$ cat config.mk
export PLATFORM = sky130hd
export DESIGN_NAME = jk_excitation_driver
export DESIGN_NICKNAME = d
export VERILOG_FILES = /design/src/rtl/jk_drv_pkg.sv /design/src/rtl/jk_lowbit_select.sv /design/src/rtl/jk_excitation_driver.sv
export SDC_FILE = /design/constraint.sdc
export NUM_CORES = 1
export LEC_CHECK = 0
export ABC_CLOCK_PERIOD_IN_PS = 7350
export CAP_MARGIN = 20
export CORE_MARGIN = 5
export CORE_UTILIZATION = 51
export CTS_CLUSTER_SIZE = 8
export DETAILED_ROUTE_END_ITERATION = 16
export HOLD_SLACK_MARGIN = 0.05
export PLACE_DENSITY = 0.86
export SYNTH_ARGS = -nofsm -noshare
export SYNTH_HDL_FRONTEND = slang
export SYNTH_SLANG_ARGS = --single-unit
$ cat constraint.sdc
create_clock -name clk -period 7.35 [get_ports clk]
set_clock_uncertainty 0.1 [all_clocks]
set_input_delay 1.47 -clock clk [delete_from_list [all_inputs] [get_ports clk]]
set_output_delay 1.47 -clock clk [all_outputs]
set_load 0.005 [all_outputs]
$ cat src/rtl/jk_drv_pkg.sv
// rtl/jk_drv_pkg.sv - shared state encoding, JK excitation codes and JK next-state function
package jk_drv_pkg;

    typedef enum logic [1:0] {
        IDLE  = 2'd0,
        DRIVE = 2'd1,
        DONE  = 2'd2
    } state_e;

    localparam logic [1:0] JK_HOLD = 2'b00;
    localparam logic [1:0] JK_CLR  = 2'b01;
    localparam logic [1:0] JK_SET  = 2'b10;
    localparam logic [1:0] JK_TOG  = 2'b11;

    function automatic logic jk_next(input logic q, input logic j, input logic k);
        case ({j, k})
            JK_HOLD: jk_next = q;
            JK_CLR:  jk_next = 1'b0;
            JK_SET:  jk_next = 1'b1;
            default: jk_next = ~q;
        endcase
    endfunction

endpackage

$ cat src/rtl/jk_lowbit_select.sv
// rtl/jk_lowbit_select.sv - picks the lowest MAX_FLIPS set bits of rem, purely combinational
module jk_lowbit_select #(
    parameter int WIDTH     = 8,
    parameter int MAX_FLIPS = 2
) (
    input  logic [WIDTH-1:0] rem,
    output logic [WIDTH-1:0] sel
);

    always_comb begin : pick
        int cnt;
        sel = '0;
        cnt = 0;
        for (int i = 0; i < WIDTH; i++) begin
            if (rem[i] && (cnt < MAX_FLIPS)) begin
                sel[i] = 1'b1;
                cnt    = cnt + 1;
            end
        end
    end

endmodule

$ cat src/rtl/jk_excitation_driver.sv
// rtl/jk_excitation_driver.sv - walks a JK bank to a target word, MAX_FLIPS bits per cycle; JK_CHECK_EN adds q_fb check
module jk_excitation_driver
    import jk_drv_pkg::*;
#(
    parameter int WIDTH      = 8,
    parameter int MAX_FLIPS  = 2,
    parameter int USE_TOGGLE = 0
) (
    input  logic             clk,
    input  logic             reset,
    input  logic             tgt_valid,
    output logic             tgt_ready,
    input  logic [WIDTH-1:0] tgt_data,
    output logic [WIDTH-1:0] j,
    output logic [WIDTH-1:0] k,
    output logic [WIDTH-1:0] shadow_q,
    output logic             busy,
    output logic             done,
    input  logic [WIDTH-1:0] q_fb,
    output logic             mismatch
);

    state_e           state;
    logic [WIDTH-1:0] rem;
    logic [WIDTH-1:0] tgt_reg;
    logic [WIDTH-1:0] sel;
    logic [WIDTH-1:0] rem_next;
    logic [WIDTH-1:0] diff;

    jk_lowbit_select #(
        .WIDTH     (WIDTH),
        .MAX_FLIPS (MAX_FLIPS)
    ) u_sel (
        .rem (rem),
        .sel (sel)
    );

    assign diff      = tgt_data ^ shadow_q;
    assign rem_next  = rem & ~sel;
    assign tgt_ready = (state == IDLE);
    assign busy      = (state != IDLE);
    assign done      = (state == DONE);

    always_comb begin
        j = '0;
        k = '0;
        if (state == DRIVE) begin
            if (USE_TOGGLE != 0) begin
                j = sel;
                k = sel;
            end else begin
                j = sel & tgt_reg;
                k = sel & ~tgt_reg;
            end
        end
    end

    always_ff @(posedge clk or posedge reset) begin
        if (reset) begin
            state   <= IDLE;
            rem     <= '0;
            tgt_reg <= '0;
        end else begin
            case (state)
                IDLE: begin
                    if (tgt_valid) begin
                        tgt_reg <= tgt_data;
                        rem     <= diff;
                        state   <= (diff != '0) ? DRIVE : DONE;
                    end
                end
                DRIVE: begin
                    rem <= rem_next;
                    if (rem_next == '0) begin
                        state <= DONE;
                    end
                end
                DONE:    state <= IDLE;
                default: state <= IDLE;
            endcase
        end
    end

    // Shadow follows the bank edge-for-edge: both see the same j/k and reset.
    always_ff @(posedge clk or posedge reset) begin
        if (reset) begin
            shadow_q <= '0;
        end else begin
            for (int i = 0; i < WIDTH; i++) begin
                shadow_q[i] <= jk_next(shadow_q[i], j[i], k[i]);
            end
        end
    end

`ifdef JK_CHECK_EN
    always_ff @(posedge clk or posedge reset) begin
        if (reset) begin
            mismatch <= 1'b0;
        end else if (q_fb != shadow_q) begin
            mismatch <= 1'b1;
        end
    end
`else
    logic unused_q_fb;
    assign unused_q_fb = ^q_fb;
    assign mismatch    = 1'b0;
`endif

endmodule

# --- Word-level counts from Yosys, hierarchy flattened ---
# Index checks and enable logic that the tools add are counted.
classes:
  add_sub_neg: 6
  mul: 0
  div: 0
  magnitude_cmp: 7
  n_eq_ne: 20
  n_shift: 0
  n_mux: 31
  bitwise: 14
  reduce_logical: 23
ops:
  columns: ["operator", "count"]
  rows:
  - ["$lt A32 B3 Y1 const B", 6]
  - ["$mux W32", 6]
  - ["$add A32 B2 Y32 const B", 5]
  - ["$and A8 B8 Y8", 3]
  - ["$mux W8", 3]
  - ["$pmux W1 S3", 8]
  - ["$eq A2 B1 Y1 const B", 9]
  - ["$eq A2 B2 Y1 const B", 9]
  - ["$logic_not A2 Y1", 9]
  - ["$not A8 Y8", 2]
  - ["$pmux W8 S2", 1]
  - ["$mux W1", 9]
  - ["$logic_not A8 Y1", 1]
  - ["$not A1 Y1", 8]
  - ["$reduce_bool A8 Y1", 1]
  - ["$xor A8 B8 Y8", 1]
  - ["$logic_and A1 B1 Y1", 7]
  - ["$mux W2", 3]
  - ["$reduce_and A2 Y1", 3]
  - ["$pmux W2 S2", 1]
  - ["$reduce_bool A2 Y1", 2]
  - ["$add A1 B1 Y2 const B", 1]
  - ["$lt A1 B2 Y1 const B", 1]
  - ["$ne A2 B1 Y1 const B", 1]
  - ["$ne A2 B2 Y1 const B", 1]
word_totals:
  ff_bits: 26
  latch_bits: 0
  ramBits: 0
  mem_bits_ro: 0
  out_inout_bits: 28
  mem_count: 0

# --- Logic depth before layout (Yosys ltp) ---
# Gate-level depths: netlist of run 1.
logic_depth:
  depth_word: 27
  depth_mapped: 21

# --- By module ---
# Synthesis of run 1 repeated with hierarchy kept, for this count alone.
hier_totals:
  hier_cells: 256
  area_unflattened_um2: 2182.1
by_module_without_submodules:
  columns: ["mod", "n_inst", "cells_each", "area_per_inst_um2"]
  rows:
  - ["jk_excitation_driver", 1, 196, 1765.4]
  - ["jk_lowbit_select", 1, 60, 416.6]

# --- Least setup slack after synthesis of run 1 ---
# No wires, ideal clock.
synth_path:
  path_type: "register -> output"
  start: "register rem[0]"
  end: "output j[7]"
  arrival_ns: 4.068
  t_required_ns: 5.780
  setup_slack_ns: 1.712
  stages_incl_launch_ff: 18
  cell_sequence: "dfrtp_1 -> ha_1 -> nand2b_1 -> a21o_2 -> ha_1 -> a31o_2 -> ha_1 -> o21ai_0 -> o21ai_0 -> a211o_2 -> or2_1 -> buf_6 -> xnor2_1 -> ha_1 -> o21ai_0 -> nand2_1 -> nor3_1 -> and2_1"
synth_via:
  elab_chain_cells: 24
synth_lines:
  columns: ["item", "line", "source"]
  rows:
  - ["from (decl)", "jk_excitation_driver.sv:24", "logic [WIDTH-1:0] rem;"]
  - ["from (signal assigned)", "jk_excitation_driver.sv:68", "rem <= diff;"]
  - ["from (signal assigned)", "jk_excitation_driver.sv:73", "rem <= rem_next;"]
  - ["$mux W1 (*)", "jk_lowbit_select.sv:15", "if (rem[i] && (cnt < MAX_FLIPS)) begin"]
  - ["$lt A1 B2 Y1", "jk_lowbit_select.sv:15", null]
  - ["$logic_and A1 B1 Y1", "jk_lowbit_select.sv:15", null]
  - ["$mux W32 (*)", "jk_lowbit_select.sv:15", null]
  - ["$lt A32 B3 Y1", "jk_lowbit_select.sv:15", null]
  - ["$logic_and A1 B1 Y1", "jk_lowbit_select.sv:15", null]
  - ["$mux W32 (*)", "jk_lowbit_select.sv:15", null]
  - ["$lt A32 B3 Y1", "jk_lowbit_select.sv:15", null]
  - ["[... 8 more ...]", null, null]
  - ["$lt A32 B3 Y1", "jk_lowbit_select.sv:15", null]
  - ["$logic_and A1 B1 Y1", "jk_lowbit_select.sv:15", null]
  - ["$mux W32 (*)", "jk_lowbit_select.sv:15", null]
  - ["$lt A32 B3 Y1 (*)", "jk_lowbit_select.sv:15", null]
  - ["$logic_and A1 B1 Y1 (*)", "jk_lowbit_select.sv:15", null]
  - ["$mux W1 (*)", "jk_lowbit_select.sv:15", null]
  - ["$and A8 B8 Y8 (*)", "jk_excitation_driver.sv:52", "j = sel & tgt_reg;"]
  - ["$mux W8 (*)", "jk_excitation_driver.sv:47", "if (state == DRIVE) begin"]
  - ["to (decl)", "jk_excitation_driver.sv:14", "output logic [WIDTH-1:0] j,"]
# Mark *: on every way between the ends. The rest lies on a longest branch, timed or not.

# --- Worst setup path after layout of run 1 ---
# Ends and elaborated chain as after synthesis.

==> metrics.txt, run 1 <==
# TYPE chip_impl_metric gauge
chip_impl_metric{name="seq_area_frac_synth",unit="%"} 29.75
chip_impl_metric{name="drcViolationCount",unit=""} 0
chip_impl_metric{name="placed_cell_count",unit=""} 320
chip_impl_metric{name="required_worst_endpoint",unit="ps"} 5780
chip_impl_metric{name="setup-violations-final",unit=""} 0
chip_impl_info{name="ys.flop_type",value="sky130_fd_sc_hd__dfrtp_1"} 1
chip_impl_metric{name="core-area",unit="sq um"} 4086
chip_impl_metric{name="path_clk_slew",unit="ps"} 80
chip_impl_metric{name="share_of_cells_above_drive_strength_1",unit="%"} 8.759
chip_impl_metric{name="fp.dieH",unit="um"} 75.49
chip_impl_metric{name="worst-endpoint-arrival",unit="ps"} 5300
chip_impl_metric{name="share_comb_of_total_power",unit="%"} 64.4
chip_impl_metric{name="die-area",unit="sq um"} 5698
chip_impl_metric{name="drv_cap",unit=""} 0
chip_impl_info{name="min_path_type",value="reg -> reg"} 1
chip_impl_metric{name="grt_overflow",unit=""} 0
chip_impl_metric{name="timing.fmax",unit="GHz"} 0.1455
chip_impl_info{name="clockRootBuffer",value="sky130_fd_sc_hd__clkbuf_8"} 1
chip_impl_metric{name="synthesized_area_fraction_occupied_by_adder_cells",unit="%"} 13.16
chip_impl_metric{name="synth-warning-count",unit=""} 0
chip_impl_metric{name="vias",unit=""} 1852
chip_impl_metric{name="slew_viol_final",unit=""} 0
chip_impl_metric{name="p_int",unit="W"} 0.0005750
chip_impl_metric{name="clockBufferDepth",unit=""} 2
chip_impl_info{name="cts_tree",value="yes"} 1
chip_impl_metric{name="synth.cell_area",unit="sq um"} 2187
chip_impl_metric{name="worst-slew-pin-transition",unit="ps"} 812.7
chip_impl_info{name="cp-end-kind",value="output port"} 1
chip_impl_metric{name="final_cell_count_no_fill",unit=""} 324
chip_impl_metric{name="vdd.ir_drop.worst",unit="uV"} 273.0
chip_impl_metric{name="drt-wirelength-per-cell",unit="um"} 14.81
chip_impl_metric{name="syn_area_per_cell",unit="sq um"} 8.927
chip_impl_metric{name="synth_enable_flop_cells",unit=""} 0
chip_impl_metric{name="power-per-cell-area",unit="nW/um^2"} 406.4
chip_impl_metric{name="clock_power_share",unit="%"} 7.4
chip_impl_metric{name="rows",unit=""} 23
chip_impl_metric{name="grt_first_pass_wirelength",unit="um"} 8328
chip_impl_metric{name="final_nets",unit=""} 318
chip_impl_info{name="combinational_family_with_the_most_area_after_synthesis",value="simple AND/OR/NAND/NOR gates"} 1
chip_impl_metric{name="pwr-share-seq",unit="%"} 28.2
chip_impl_metric{name="final_antenna_net_count",unit=""} 0
chip_impl_metric{name="start_util",unit="%"} 53.52
chip_impl_metric{name="syn2layout_area_growth",unit="%"} 18.71
chip_impl_info{name="start_kind",value="register"} 1
chip_impl_metric{name="numCtsBuffers",unit=""} 3
chip_impl_metric{name="post-route-period-util",unit="%"} 93.49
chip_impl_metric{name="synth-xor-area-share",unit="%"} 4.748
chip_impl_metric{name="power_switching_share",unit="%"} 45.51
chip_impl_info{name="timing_worst_setup_path_type",value="reg -> out"} 1
chip_impl_metric{name="grt_start_max_net_pins",unit=""} 27
chip_impl_metric{name="netsw",unit="W"} 0.0004802
chip_impl_metric{name="async_reset_ff_share",unit="%"} 100.0
chip_impl_metric{name="globalRouteTotalUtil",unit="%"} 18.60
chip_impl_metric{name="power.static_leakage",unit="nW"} 1.151
chip_impl_metric{name="hpwlAfterDp",unit="um"} 3638
chip_impl_metric{name="gp_routability_congestion",unit=""} 0.9006
chip_impl_metric{name="worst_skew_pair.late_latency",unit="ps"} 270
chip_impl_metric{name="via_per_inst",unit=""} 5.716
chip_impl_metric{name="antenna_cells_inserted",unit=""} 0
chip_impl_metric{name="number_of_global_route_vias_before_repair",unit=""} 1904
chip_impl_metric{name="yosys_register_bits",unit=""} 26
chip_impl_metric{name="cts.hold.buffers_added",unit=""} 0
chip_impl_metric{name="synth.mux.area_fraction",unit="%"} 3.032
chip_impl_metric{name="clock_h_tree_levels",unit=""} 1
chip_impl_metric{name="route.final.wire_length",unit="um"} 4797
chip_impl_metric{name="syn-instance-count",unit=""} 245
chip_impl_metric{name="yosys.cell_types.count",unit=""} 51
chip_impl_metric{name="die_width",unit="um"} 75.49
chip_impl_metric{name="drt_iter0_markers",unit=""} 79
chip_impl_metric{name="placement.io_buffers",unit=""} 37
chip_impl_metric{name="post_route_setup_tns",unit="ps"} 0
chip_impl_info{name="outcome",value="finished, final reports clean"} 1
chip_impl_metric{name="hold_viol",unit=""} 0
chip_impl_metric{name="post_synthesis_net_count",unit=""} 287
chip_impl_metric{name="timing.final.crit_period",unit="ps"} 6871
chip_impl_metric{name="timing.slew.headroom",unit="%"} 45.79
chip_impl_metric{name="1st_pass_router_iterations",unit=""} 5
chip_impl_metric{name="clock_sinks",unit=""} 26
chip_impl_info{name="unrepaired_setup_endpoints_after_global_routing",value="no"} 1
chip_impl_metric{name="synth_compound_area_share",unit="%"} 18.54
chip_impl_metric{name="boundaryPins",unit=""} 47
chip_impl_metric{name="critical_path_peak_fanout",unit=""} 9
chip_impl_metric{name="antenna_found_initial",unit=""} 0
chip_impl_metric{name="post-cts-setup-buffer-count",unit=""} 0
chip_impl_metric{name="synth_simple_gate_area_share",unit="%"} 22.48
chip_impl_metric{name="fillCellCount",unit=""} 348
[metrics by stage]
stage | utilization [%] | instance area (sq um) | setup WS, ps | hold WS (ps) | power (W)
6_report | 63.53 | 2596 | 478.7 | 428.1 | 0.001055
5_1_grt | 63.53 | 2596 | 69.68 | 448.4 | 0.001160
4_1_cts | 63.17 | 2581 | 407.2 | 426.9 | 0.001053
2_1_floorplan | - | 2187 | 1712 | 396.2 | 0.0007805
3_3_place_gp | 62.16 | 2540 | 832.4 | 409.6 | 0.0009388
3_5_place_dp | 62.16 | 2540 | 741.2 | 411.4 | 0.0009654
[critical path, stage by stage (launching register included)]
cell and delay, ps:
sky130_fd_sc_hd__dfrtp_1 430, sky130_fd_sc_hd__inv_1 100, sky130_fd_sc_hd__ha_1 430, sky130_fd_sc_hd__or3b_4 450
sky130_fd_sc_hd__a21oi_2 270, sky130_fd_sc_hd__a31o_2 210, sky130_fd_sc_hd__ha_1 240, sky130_fd_sc_hd__o21ai_1 270
sky130_fd_sc_hd__o21ai_0 140, sky130_fd_sc_hd__a211o_2 360, sky130_fd_sc_hd__or2_1 300, sky130_fd_sc_hd__xnor2_1 160
sky130_fd_sc_hd__ha_1 270, sky130_fd_sc_hd__o21ai_0 350, sky130_fd_sc_hd__nand2_1 140, sky130_fd_sc_hd__nor3_1 200
sky130_fd_sc_hd__and2_1 200, sky130_fd_sc_hd__clkdlybuf4s50_1 510
[placed cells by master (no fill, tap or decap), types with 2 or more instances in the layout]
master,n
sky130_fd_sc_hd__a211oi_1,9
sky130_fd_sc_hd__a21oi_1,7
sky130_fd_sc_hd__a2bb2oi_1,7
sky130_fd_sc_hd__a31o_2,2
sky130_fd_sc_hd__and2_1,2
sky130_fd_sc_hd__clkbuf_8,3
sky130_fd_sc_hd__clkdlybuf4s50_1,37
sky130_fd_sc_hd__dfrtp_1,26
sky130_fd_sc_hd__ha_1,23
sky130_fd_sc_hd__inv_1,26
sky130_fd_sc_hd__mux2_2,5
sky130_fd_sc_hd__nand2_1,12
sky130_fd_sc_hd__nand2b_1,2
sky130_fd_sc_hd__nand3_1,3
sky130_fd_sc_hd__nand4_1,4
sky130_fd_sc_hd__nor2_1,15
sky130_fd_sc_hd__nor2b_1,13
sky130_fd_sc_hd__nor3_1,3
sky130_fd_sc_hd__nor3b_1,10
sky130_fd_sc_hd__nor4_1,2
sky130_fd_sc_hd__o211ai_1,4
sky130_fd_sc_hd__o21ai_0,13
sky130_fd_sc_hd__o21bai_1,2
sky130_fd_sc_hd__o22ai_1,4
sky130_fd_sc_hd__or3_1,6
sky130_fd_sc_hd__xor2_1,9
[layout make-up]
class                   instances  area [sq um]  share of cell area [%]
clock buffers                   3         41.29                   1.590
well taps                      50         62.56                   2.410
repair buffers                 38         385.4                   14.84
flip-flops and latches         26         650.6                   25.06
inverters                      26         97.59                   3.759
multi-input cells             181          1359                   52.34
[cells in the mapped netlist, types with 3 or more instances]
| master | n | area [sq um] |
|---|---|---|
| sky130_fd_sc_hd__a211oi_1 | 9 | 67.56 |
| sky130_fd_sc_hd__nand2_1 | 12 | 45.04 |
| sky130_fd_sc_hd__buf_6 | 4 | 45.04 |
| sky130_fd_sc_hd__nand4_1 | 4 | 25.02 |
| sky130_fd_sc_hd__nand3_1 | 3 | 15.01 |
| sky130_fd_sc_hd__clkbuf_1 | 6 | 22.52 |
| sky130_fd_sc_hd__o22ai_1 | 4 | 25.02 |
| sky130_fd_sc_hd__ha_1 | 23 | 287.8 |
| sky130_fd_sc_hd__nor3b_1 | 10 | 75.07 |
| sky130_fd_sc_hd__o211ai_1 | 4 | 30.03 |
| sky130_fd_sc_hd__a2bb2oi_1 | 7 | 61.31 |
| sky130_fd_sc_hd__a21oi_1 | 7 | 35.03 |
| sky130_fd_sc_hd__xor2_1 | 9 | 78.83 |
| sky130_fd_sc_hd__nor2_1 | 15 | 56.30 |
| sky130_fd_sc_hd__inv_1 | 26 | 97.59 |
| sky130_fd_sc_hd__nor2b_1 | 13 | 81.33 |
| sky130_fd_sc_hd__o21ai_0 | 14 | 70.07 |
| sky130_fd_sc_hd__dfrtp_1 | 26 | 650.6 |
| sky130_fd_sc_hd__mux2_2 | 5 | 56.30 |
| sky130_fd_sc_hd__nor3_1 | 3 | 15.01 |
| sky130_fd_sc_hd__or3_1 | 6 | 37.54 |
[power by group through the flow]
stage	Combinational [W]	Sequential, W	Clock (W)
after global placement	0.000646	0.000293	0
after CTS	0.000676	0.000296	0.0000807
final	0.000680	0.000298	0.0000781
after detailed placement	0.000667	0.000298	0
after global routing	0.000762	0.000309	0.0000883
after floorplan	0.000515	0.000265	0
[path summary, 6_finish.rpt]
check	start	to	slack [ps]	depth (start not counted)
worst max-delay path	rem[0]$_DFFE_PP0P_	j[7]	480	17
worst min-delay path	shadow_q[6]$_DFFE_PP0P_	shadow_q[6]$_DFFE_PP0P_	430	1
worst max register to register	rem[0]$_DFFE_PP0P_	shadow_q[7]$_DFFE_PP0P_	2080	19
worst min register to register	shadow_q[6]$_DFFE_PP0P_	shadow_q[6]$_DFFE_PP0P_	430	1
max in group asynchronous	reset	rem[2]$_DFFE_PP0P_	5260	3
min in group asynchronous	reset	shadow_q[0]$_DFFE_PP0P_	1420	2
[repair_timing]
item | in CTS | in global routing
endpoints found under the setup margin | 0 | 1
endpoints found under the hold margin | 0 | 0
resized for setup | 0 | 1
[metal layers]
| layer | wire length (um) | vias to the layer above | share of wire [%] | GRT usage, % |
|---|---|---|---|---|
| met3 | 150 | 7 | 3.1 | 1.979 |
| li1 | - | 918 | - | - |
| met5 | 0 | - | 0 | 0 |
| met4 | 66 | 0 | 1.4 | 6.214 |
| met1 | 2161 | 889 | 45 | 23.20 |
| met2 | 2418 | 38 | 50 | 33.37 |
[logic make-up (layout without fill, tap and decap cells)]
logic type | after synthesis | count (layout)
other | 1 | 1
muxes | 6 | 6
and+or+nand+nor | 83 | 83
DFF | 26 | 26
buffers and inverters | 38 | 67
AOI/OAI and AO/OA | 57 | 57
adders and majority gates | 23 | 23
xor gates and xnor gates | 11 | 11
(Power assumes the default switching activity.)
==> run 2: changes to the inputs <==
--- a/config.mk
+++ b/config.mk
@@ -5,7 +5,7 @@
 export SDC_FILE = /design/constraint.sdc
 export NUM_CORES = 1
 export LEC_CHECK = 0
-export ABC_CLOCK_PERIOD_IN_PS = 7350
+export ABC_CLOCK_PERIOD_IN_PS = 7600
 export CAP_MARGIN = 20
 export CORE_MARGIN = 5
 export CORE_UTILIZATION = 51
==> constraint.sdc (replaced) <==
create_clock -name clk -period 7.6 [get_ports clk]
set_clock_uncertainty 0.1 [all_clocks]
set_input_delay 1.52 -clock clk [delete_from_list [all_inputs] [get_ports clk]]
set_output_delay 1.52 -clock clk [all_outputs]
set_load 0.005 [all_outputs]
==> metrics.txt, run 2 (synthesis results as in run 1) <==
# TYPE chip_impl_metric gauge
chip_impl_metric{name="gp_routability_congestion",unit=""} 0.9013
chip_impl_metric{name="drt-wirelength-per-cell",unit="um"} 15.06
chip_impl_metric{name="met2RoutedLength",unit="um"} 2456
chip_impl_metric{name="clock_sinks",unit=""} 26
chip_impl_metric{name="path_buf_inv",unit=""} 2
chip_impl_info{name="cts_tree",value="yes"} 1
chip_impl_metric{name="grt_first_pass_wirelength",unit="um"} 8155
chip_impl_metric{name="grt_overflow",unit=""} 0
chip_impl_metric{name="power.static_leakage",unit="nW"} 1.156
chip_impl_metric{name="detailroute.wirelength.met3",unit="um"} 261
chip_impl_metric{name="worst-endpoint-arrival",unit="ps"} 5510
chip_impl_metric{name="share_of_cells_above_drive_strength_1",unit="%"} 8.759
chip_impl_metric{name="number_of_global_route_vias_before_repair",unit=""} 1850
chip_impl_metric{name="fp.dieH",unit="um"} 75.49
chip_impl_metric{name="timing.final.crit_period",unit="ps"} 7129
chip_impl_info{name="min_path_type",value="reg -> reg"} 1
chip_impl_metric{name="1st_pass_router_iterations",unit=""} 4
chip_impl_metric{name="vias",unit=""} 1844
chip_impl_metric{name="via_per_inst",unit=""} 5.691
chip_impl_metric{name="required_worst_endpoint",unit="ps"} 5980
chip_impl_metric{name="path_clk_slew",unit="ps"} 90
chip_impl_metric{name="post_route_setup_tns",unit="ps"} 0
chip_impl_metric{name="hpwlAfterDp",unit="um"} 3598
chip_impl_info{name="timing_worst_setup_path_type",value="reg -> out"} 1
chip_impl_metric{name="timing.fmax",unit="GHz"} 0.1403
chip_impl_metric{name="power-per-cell-area",unit="nW/um^2"} 391.9
chip_impl_metric{name="drt_iter0_markers",unit=""} 114
chip_impl_metric{name="rows",unit=""} 23
chip_impl_metric{name="register_area",unit="sq um"} 650.6
chip_impl_metric{name="worst_skew_pair.late_latency",unit="ps"} 270
chip_impl_metric{name="boundaryPins",unit=""} 47
chip_impl_info{name="start_kind",value="register"} 1
chip_impl_metric{name="setup-violations-final",unit=""} 0
chip_impl_metric{name="critical_path_peak_fanout",unit=""} 9
chip_impl_metric{name="drv_cap",unit=""} 0
chip_impl_info{name="crit_chain",value="inv_1 -> ha_1 -> or3b_4 -> a21oi_2 -> a31o_2 -> ha_1 -> o21ai_0 -> o21ai_0 -> a211o_2 -> or2_1 -> xnor2_1 -> ha_1 -> o21ai_0 -> nand2_1 -> nor3_1 -> and2_1 -> clkdlybuf4s50_1"} 1
chip_impl_metric{name="post-cts-setup-buffer-count",unit=""} 0
chip_impl_metric{name="multi_input_comb_area",unit="sq um"} 1359
chip_impl_metric{name="post-route-period-util",unit="%"} 93.80
chip_impl_metric{name="route.final.wire_length",unit="um"} 4879
chip_impl_metric{name="numCtsBuffers",unit=""} 3
chip_impl_metric{name="drcViolationCount",unit=""} 0
chip_impl_metric{name="vdd.ir_drop.worst",unit="uV"} 214.3
chip_impl_metric{name="clock_h_tree_levels",unit=""} 1
chip_impl_info{name="unrepaired_setup_endpoints_after_global_routing",value="no"} 1
chip_impl_metric{name="power",unit="W"} 0.001022
chip_impl_metric{name="wirelength_met1",unit="um"} 2087
chip_impl_info{name="outcome",value="finished, final reports clean"} 1
chip_impl_metric{name="start_util",unit="%"} 53.52
chip_impl_info{name="highest-signal-layer",value="met4"} 1
chip_impl_metric{name="slew_viol_final",unit=""} 0
chip_impl_info{name="critical_path.top_delay_family",value="compound AO/OA/AOI/OAI gates"} 1
chip_impl_metric{name="die_width",unit="um"} 75.49
chip_impl_metric{name="fin_worst_hold_slack",unit="ps"} 427.5
chip_impl_metric{name="antenna_cells_inserted",unit=""} 0
chip_impl_metric{name="placement.io_buffers",unit=""} 37
chip_impl_metric{name="die-area",unit="sq um"} 5698
chip_impl_metric{name="worst-slew-pin-transition",unit="ps"} 857.7
chip_impl_metric{name="fillCellCount",unit=""} 341
chip_impl_info{name="critical_path.slowest_cell",value="sky130_fd_sc_hd__clkdlybuf4s50_1"} 1
chip_impl_metric{name="globalRouteTotalUtil",unit="%"} 18.48
chip_impl_metric{name="cts.hold.buffers_added",unit=""} 0
chip_impl_metric{name="final_antenna_net_count",unit=""} 0
chip_impl_metric{name="hold_viol",unit=""} 0
chip_impl_info{name="most_frequent_standard_cell_in_the_layout_excluding_fill_and_tap_cells",value="sky130_fd_sc_hd__clkdlybuf4s50_1"} 1
chip_impl_metric{name="timing.slew.headroom",unit="%"} 42.79
chip_impl_metric{name="clockBufferDepth",unit=""} 2
chip_impl_info{name="clockRootBuffer",value="sky130_fd_sc_hd__clkbuf_8"} 1
chip_impl_metric{name="antenna_found_initial",unit=""} 0
chip_impl_metric{name="final_nets",unit=""} 318
chip_impl_metric{name="syn2layout_area_growth",unit="%"} 19.28
chip_impl_metric{name="resized_gates_after_cts",unit=""} 0
chip_impl_metric{name="worst_path_largest_cell_delay",unit="ps"} 510
chip_impl_metric{name="grt_start_max_net_pins",unit=""} 27
chip_impl_info{name="layout.cells.most_common_list",value="sky130_fd_sc_hd__clkdlybuf4s50_1 (37), sky130_fd_sc_hd__inv_1 (26), sky130_fd_sc_hd__dfrtp_1 (26)"} 1
chip_impl_metric{name="core-area",unit="sq um"} 4086
chip_impl_info{name="cp-end-kind",value="output port"} 1
run 2: final timing paths:
path,from,cells past startpoint,endpoint,slack (ps)
min in group asynchronous,reset,2,shadow_q[1]$_DFFE_PP0P_,1460
worst min-delay path,shadow_q[2]$_DFFE_PP0P_,1,shadow_q[2]$_DFFE_PP0P_,430
worst min register to register,shadow_q[2]$_DFFE_PP0P_,1,shadow_q[2]$_DFFE_PP0P_,430
max in group asynchronous,reset,3,state[1]$_DFFE_PP0P_,5490
worst max-delay path,rem[0]$_DFFE_PP0P_,17,j[7],470
worst max register to register,rem[0]$_DFFE_PP0P_,19,shadow_q[7]$_DFFE_PP0P_,2140
run 2: final cells by class:
class	instances	area share, %
multi-input combinational	181	52.09
sequential	26	24.94
timing repair buffer	38	15.25
inverter	26	3.741
tap	50	2.398
clock buffer	3	1.583
run 2: power by group:
part           internal, W  switching, W  total [W]
Combinational     0.000317      0.000340   0.000657
Sequential        0.000203     0.0000830   0.000286
Clock            0.0000356     0.0000433  0.0000789
Total             0.000556      0.000466    0.00102
run 2: layer usage:
layer	track usage (%)	vias to the layer above
met3	2.111	7
li1	-	912
met2	33.84	49
met5	0	-
met4	6.408	0
met1	22.28	876
run 2: stage by stage:
| stage | setup slack [ps] | utilization, % | cell area, sq um | instances |
|---|---|---|---|---|
| after floorplan | 1912 | - | 2187 | 245 |
| after global placement | 1033 | 62.16 | 2540 | 320 |
| after detailed placement | 926.8 | 62.16 | 2540 | 320 |
| after CTS | 509.7 | 63.17 | 2581 | 323 |
| after global routing | 23.63 | 63.84 | 2609 | 324 |
| final | 471.5 | 63.84 | 2609 | 324 |
==> run 3: changes to the inputs <==
--- a/config.mk
+++ b/config.mk
@@ -5,7 +5,7 @@
 export SDC_FILE = /design/constraint.sdc
 export NUM_CORES = 1
 export LEC_CHECK = 0
-export ABC_CLOCK_PERIOD_IN_PS = 7600
+export ABC_CLOCK_PERIOD_IN_PS = 6600
 export CAP_MARGIN = 20
 export CORE_MARGIN = 5
 export CORE_UTILIZATION = 51
==> constraint.sdc (replaced) <==
create_clock -name clk -period 6.6 [get_ports clk]
set_clock_uncertainty 0.1 [all_clocks]
set_input_delay 1.32 -clock clk [delete_from_list [all_inputs] [get_ports clk]]
set_output_delay 1.32 -clock clk [all_outputs]
set_load 0.005 [all_outputs]
==> metrics.txt, run 3 (synthesis results as in run 1) <==
# TYPE chip_impl_metric gauge
chip_impl_metric{name="required_worst_endpoint",unit="ps"} 5180
chip_impl_metric{name="timing.fmax",unit="GHz"} 0.1604
chip_impl_metric{name="core-area",unit="sq um"} 4086
chip_impl_metric{name="fp.dieH",unit="um"} 75.49
chip_impl_info{name="timing_worst_setup_path_type",value="reg -> out"} 1
chip_impl_metric{name="placement.io_buffers",unit=""} 37
chip_impl_metric{name="vias",unit=""} 1890
chip_impl_metric{name="p_int",unit="W"} 0.0006656
chip_impl_info{name="cts_tree",value="yes"} 1
chip_impl_metric{name="final_antenna_net_count",unit=""} 0
chip_impl_info{name="start_kind",value="register"} 1
chip_impl_metric{name="grt_start_max_net_pins",unit=""} 27
chip_impl_metric{name="antenna_found_initial",unit=""} 0
chip_impl_info{name="clockRootBuffer",value="sky130_fd_sc_hd__clkbuf_8"} 1
chip_impl_info{name="cp-end-kind",value="output port"} 1
chip_impl_metric{name="worst-endpoint-arrival",unit="ps"} 4820
chip_impl_metric{name="1st_pass_router_iterations",unit=""} 4
chip_impl_metric{name="clock_sinks",unit=""} 26
chip_impl_metric{name="fin_worst_hold_slack",unit="ps"} 423.5
chip_impl_metric{name="grt_overflow",unit=""} 0
chip_impl_metric{name="globalRouteTotalUtil",unit="%"} 18.93
chip_impl_metric{name="post_route_setup_tns",unit="ps"} 0
chip_impl_metric{name="number_of_global_route_vias_before_repair",unit=""} 1863
chip_impl_metric{name="hpwlAfterDp",unit="um"} 3773
chip_impl_metric{name="via_per_inst",unit=""} 5.762
chip_impl_metric{name="clockBufferDepth",unit=""} 2
chip_impl_info{name="most_frequent_standard_cell_in_the_layout_excluding_fill_and_tap_cells",value="sky130_fd_sc_hd__clkdlybuf4s50_1"} 1
chip_impl_metric{name="numCtsBuffers",unit=""} 3
chip_impl_metric{name="post-route-period-util",unit="%"} 94.49
chip_impl_metric{name="netsw",unit="W"} 0.0005595
chip_impl_metric{name="slew_viol_final",unit=""} 0
chip_impl_metric{name="setup-violations-final",unit=""} 0
chip_impl_metric{name="share_of_cells_above_drive_strength_1",unit="%"} 11.87
chip_impl_metric{name="start_util",unit="%"} 53.52
chip_impl_metric{name="rows",unit=""} 23
chip_impl_metric{name="grt_first_pass_wirelength",unit="um"} 8383
chip_impl_metric{name="drt_iter0_markers",unit=""} 114
chip_impl_metric{name="drv_cap",unit=""} 0
chip_impl_metric{name="worst-slew-pin-transition",unit="ps"} 818.7
chip_impl_metric{name="route.final.wire_length",unit="um"} 5056
chip_impl_metric{name="power.static_leakage",unit="nW"} 1.171
chip_impl_metric{name="pwr-share-seq",unit="%"} 27.1
chip_impl_metric{name="hold_viol",unit=""} 0
chip_impl_info{name="layout.cells.most_common_list",value="sky130_fd_sc_hd__clkdlybuf4s50_1 (37), sky130_fd_sc_hd__inv_1 (26), sky130_fd_sc_hd__dfrtp_1 (25)"} 1
chip_impl_metric{name="boundaryPins",unit=""} 47
chip_impl_metric{name="antenna_cells_inserted",unit=""} 0
chip_impl_metric{name="die-area",unit="sq um"} 5698
chip_impl_metric{name="power_switching_share",unit="%"} 45.67
chip_impl_metric{name="syn2layout_area_growth",unit="%"} 21.62
chip_impl_metric{name="share_comb_of_total_power",unit="%"} 65.5
chip_impl_info{name="min_path_type",value="reg -> reg"} 1
chip_impl_metric{name="die_width",unit="um"} 75.49
chip_impl_metric{name="fillCellCount",unit=""} 348
chip_impl_metric{name="gp_routability_congestion",unit=""} 0.8948
chip_impl_metric{name="final_nets",unit=""} 322
chip_impl_metric{name="drcViolationCount",unit=""} 0
chip_impl_metric{name="path_clk_slew",unit="ps"} 90
chip_impl_metric{name="cts.hold.buffers_added",unit=""} 0
chip_impl_metric{name="drt-wirelength-per-cell",unit="um"} 15.41
chip_impl_metric{name="clock_h_tree_levels",unit=""} 1
chip_impl_metric{name="clock_power_share",unit="%"} 7.4
chip_impl_metric{name="multi_input_comb_area",unit="sq um"} 1379
chip_impl_metric{name="timing.slew.headroom",unit="%"} 45.39
chip_impl_metric{name="power-per-cell-area",unit="nW/um^2"} 460.6
chip_impl_info{name="outcome",value="finished, final reports clean"} 1
chip_impl_metric{name="vdd.ir_drop.worst",unit="uV"} 282.7
chip_impl_metric{name="critical_path_peak_fanout",unit=""} 7
chip_impl_metric{name="worst_skew_pair.late_latency",unit="ps"} 270
chip_impl_metric{name="power",unit="W"} 0.001225
chip_impl_info{name="unrepaired_setup_endpoints_after_global_routing",value="no"} 1
chip_impl_metric{name="register_area",unit="sq um"} 651.9
chip_impl_metric{name="timing.final.crit_period",unit="ps"} 6236
chip_impl_metric{name="final_core_util",unit="%"} 65.09
## run 3: cell types whose count changed in the layout (fill, tap and decap cells not counted)
cell / change
sky130_fd_sc_hd__nor3_2: +1
sky130_fd_sc_hd__ha_1: -3
sky130_fd_sc_hd__a21oi_4: +1
sky130_fd_sc_hd__ha_2: +3
sky130_fd_sc_hd__dfrtp_2: +1
sky130_fd_sc_hd__dfrtp_1: -1
sky130_fd_sc_hd__a21oi_2: -1
sky130_fd_sc_hd__o21ai_1: +1
sky130_fd_sc_hd__buf_4: +4
sky130_fd_sc_hd__nor3_1: -1
sky130_fd_sc_hd__o21ai_0: -1
## run 3: per-stage QoR
| step | cells | cell area (sq um) | setup WS, ps |
|---|---|---|---|
| detailed placement | 322 | 2555 | 470.5 |
| floorplan | 245 | 2187 | 1112 |
| global placement | 322 | 2555 | 568.8 |
| CTS | 325 | 2596 | 134.5 |
| global route | 328 | 2660 | 29.44 |
| finish | 328 | 2660 | 363.8 |
## run 3: critical path, stage by stage, from the launching register on
cell and delay [ps]:
sky130_fd_sc_hd__dfrtp_1 440, sky130_fd_sc_hd__ha_2 270, sky130_fd_sc_hd__nand2b_1 200, sky130_fd_sc_hd__a21o_2 250
sky130_fd_sc_hd__ha_1 290, sky130_fd_sc_hd__a31o_2 250, sky130_fd_sc_hd__ha_1 300, sky130_fd_sc_hd__o21ai_1 160
sky130_fd_sc_hd__o21ai_0 110, sky130_fd_sc_hd__a211o_2 360, sky130_fd_sc_hd__or2_1 300, sky130_fd_sc_hd__xnor2_1 160
sky130_fd_sc_hd__ha_1 270, sky130_fd_sc_hd__o21ai_0 230, sky130_fd_sc_hd__nand2_1 130, sky130_fd_sc_hd__nor3_2 140
sky130_fd_sc_hd__and2_1 190, sky130_fd_sc_hd__clkdlybuf4s50_1 510
## run 3: area by class of cell
cell class	count	area share, %
repair buffers	42	16.09
well taps	50	2.352
clock buffers	3	1.552
inverters	26	3.669
multi-input cells	181	51.83
flip-flops and latches	26	24.51
## run 3: per-layer routing
metal	vias to the layer above	part of all wire, %	GRT usage, %	wire length [um]
li1	919	-	-	-
met1	906	42	24.19	2148
met2	57	51	33.37	2588
met3	8	4.7	1.847	240
met4	0	1.5	6.408	78
met5	-	0	0	0
## run 3: final timing paths
path	startpoint	endpoint	slack [ps]	cells past startpoint
worst max-delay path	rem[0]$_DFFE_PP0P_	j[7]	360	17
worst min-delay path	shadow_q[6]$_DFFE_PP0P_	shadow_q[6]$_DFFE_PP0P_	420	1
max in group asynchronous	reset	tgt_reg[6]$_DFFE_PP0P_	4680	3
min in group asynchronous	reset	tgt_reg[5]$_DFFE_PP0P_	1250	2
worst max register to register	rem[0]$_DFFE_PP0P_	shadow_q[7]$_DFFE_PP0P_	1770	19
worst min register to register	shadow_q[6]$_DFFE_PP0P_	shadow_q[6]$_DFFE_PP0P_	420	1
## run 3: timing repair
action                                  4_1_cts  5_1_grt
endpoints found under the setup margin        0        2
setup buffers                                 0        2
gates resized for setup                       0        7
## run 3: power groups by stage
stage,registers [W],logic (W),clock network (W)
final,0.000332,0.000803,0.0000908
after detailed placement,0.000331,0.000775,0
after global placement,0.000326,0.000737,0
after floorplan,0.000296,0.000574,0
after global routing,0.000347,0.000887,0.0000998
after CTS,0.000328,0.000780,0.0000921
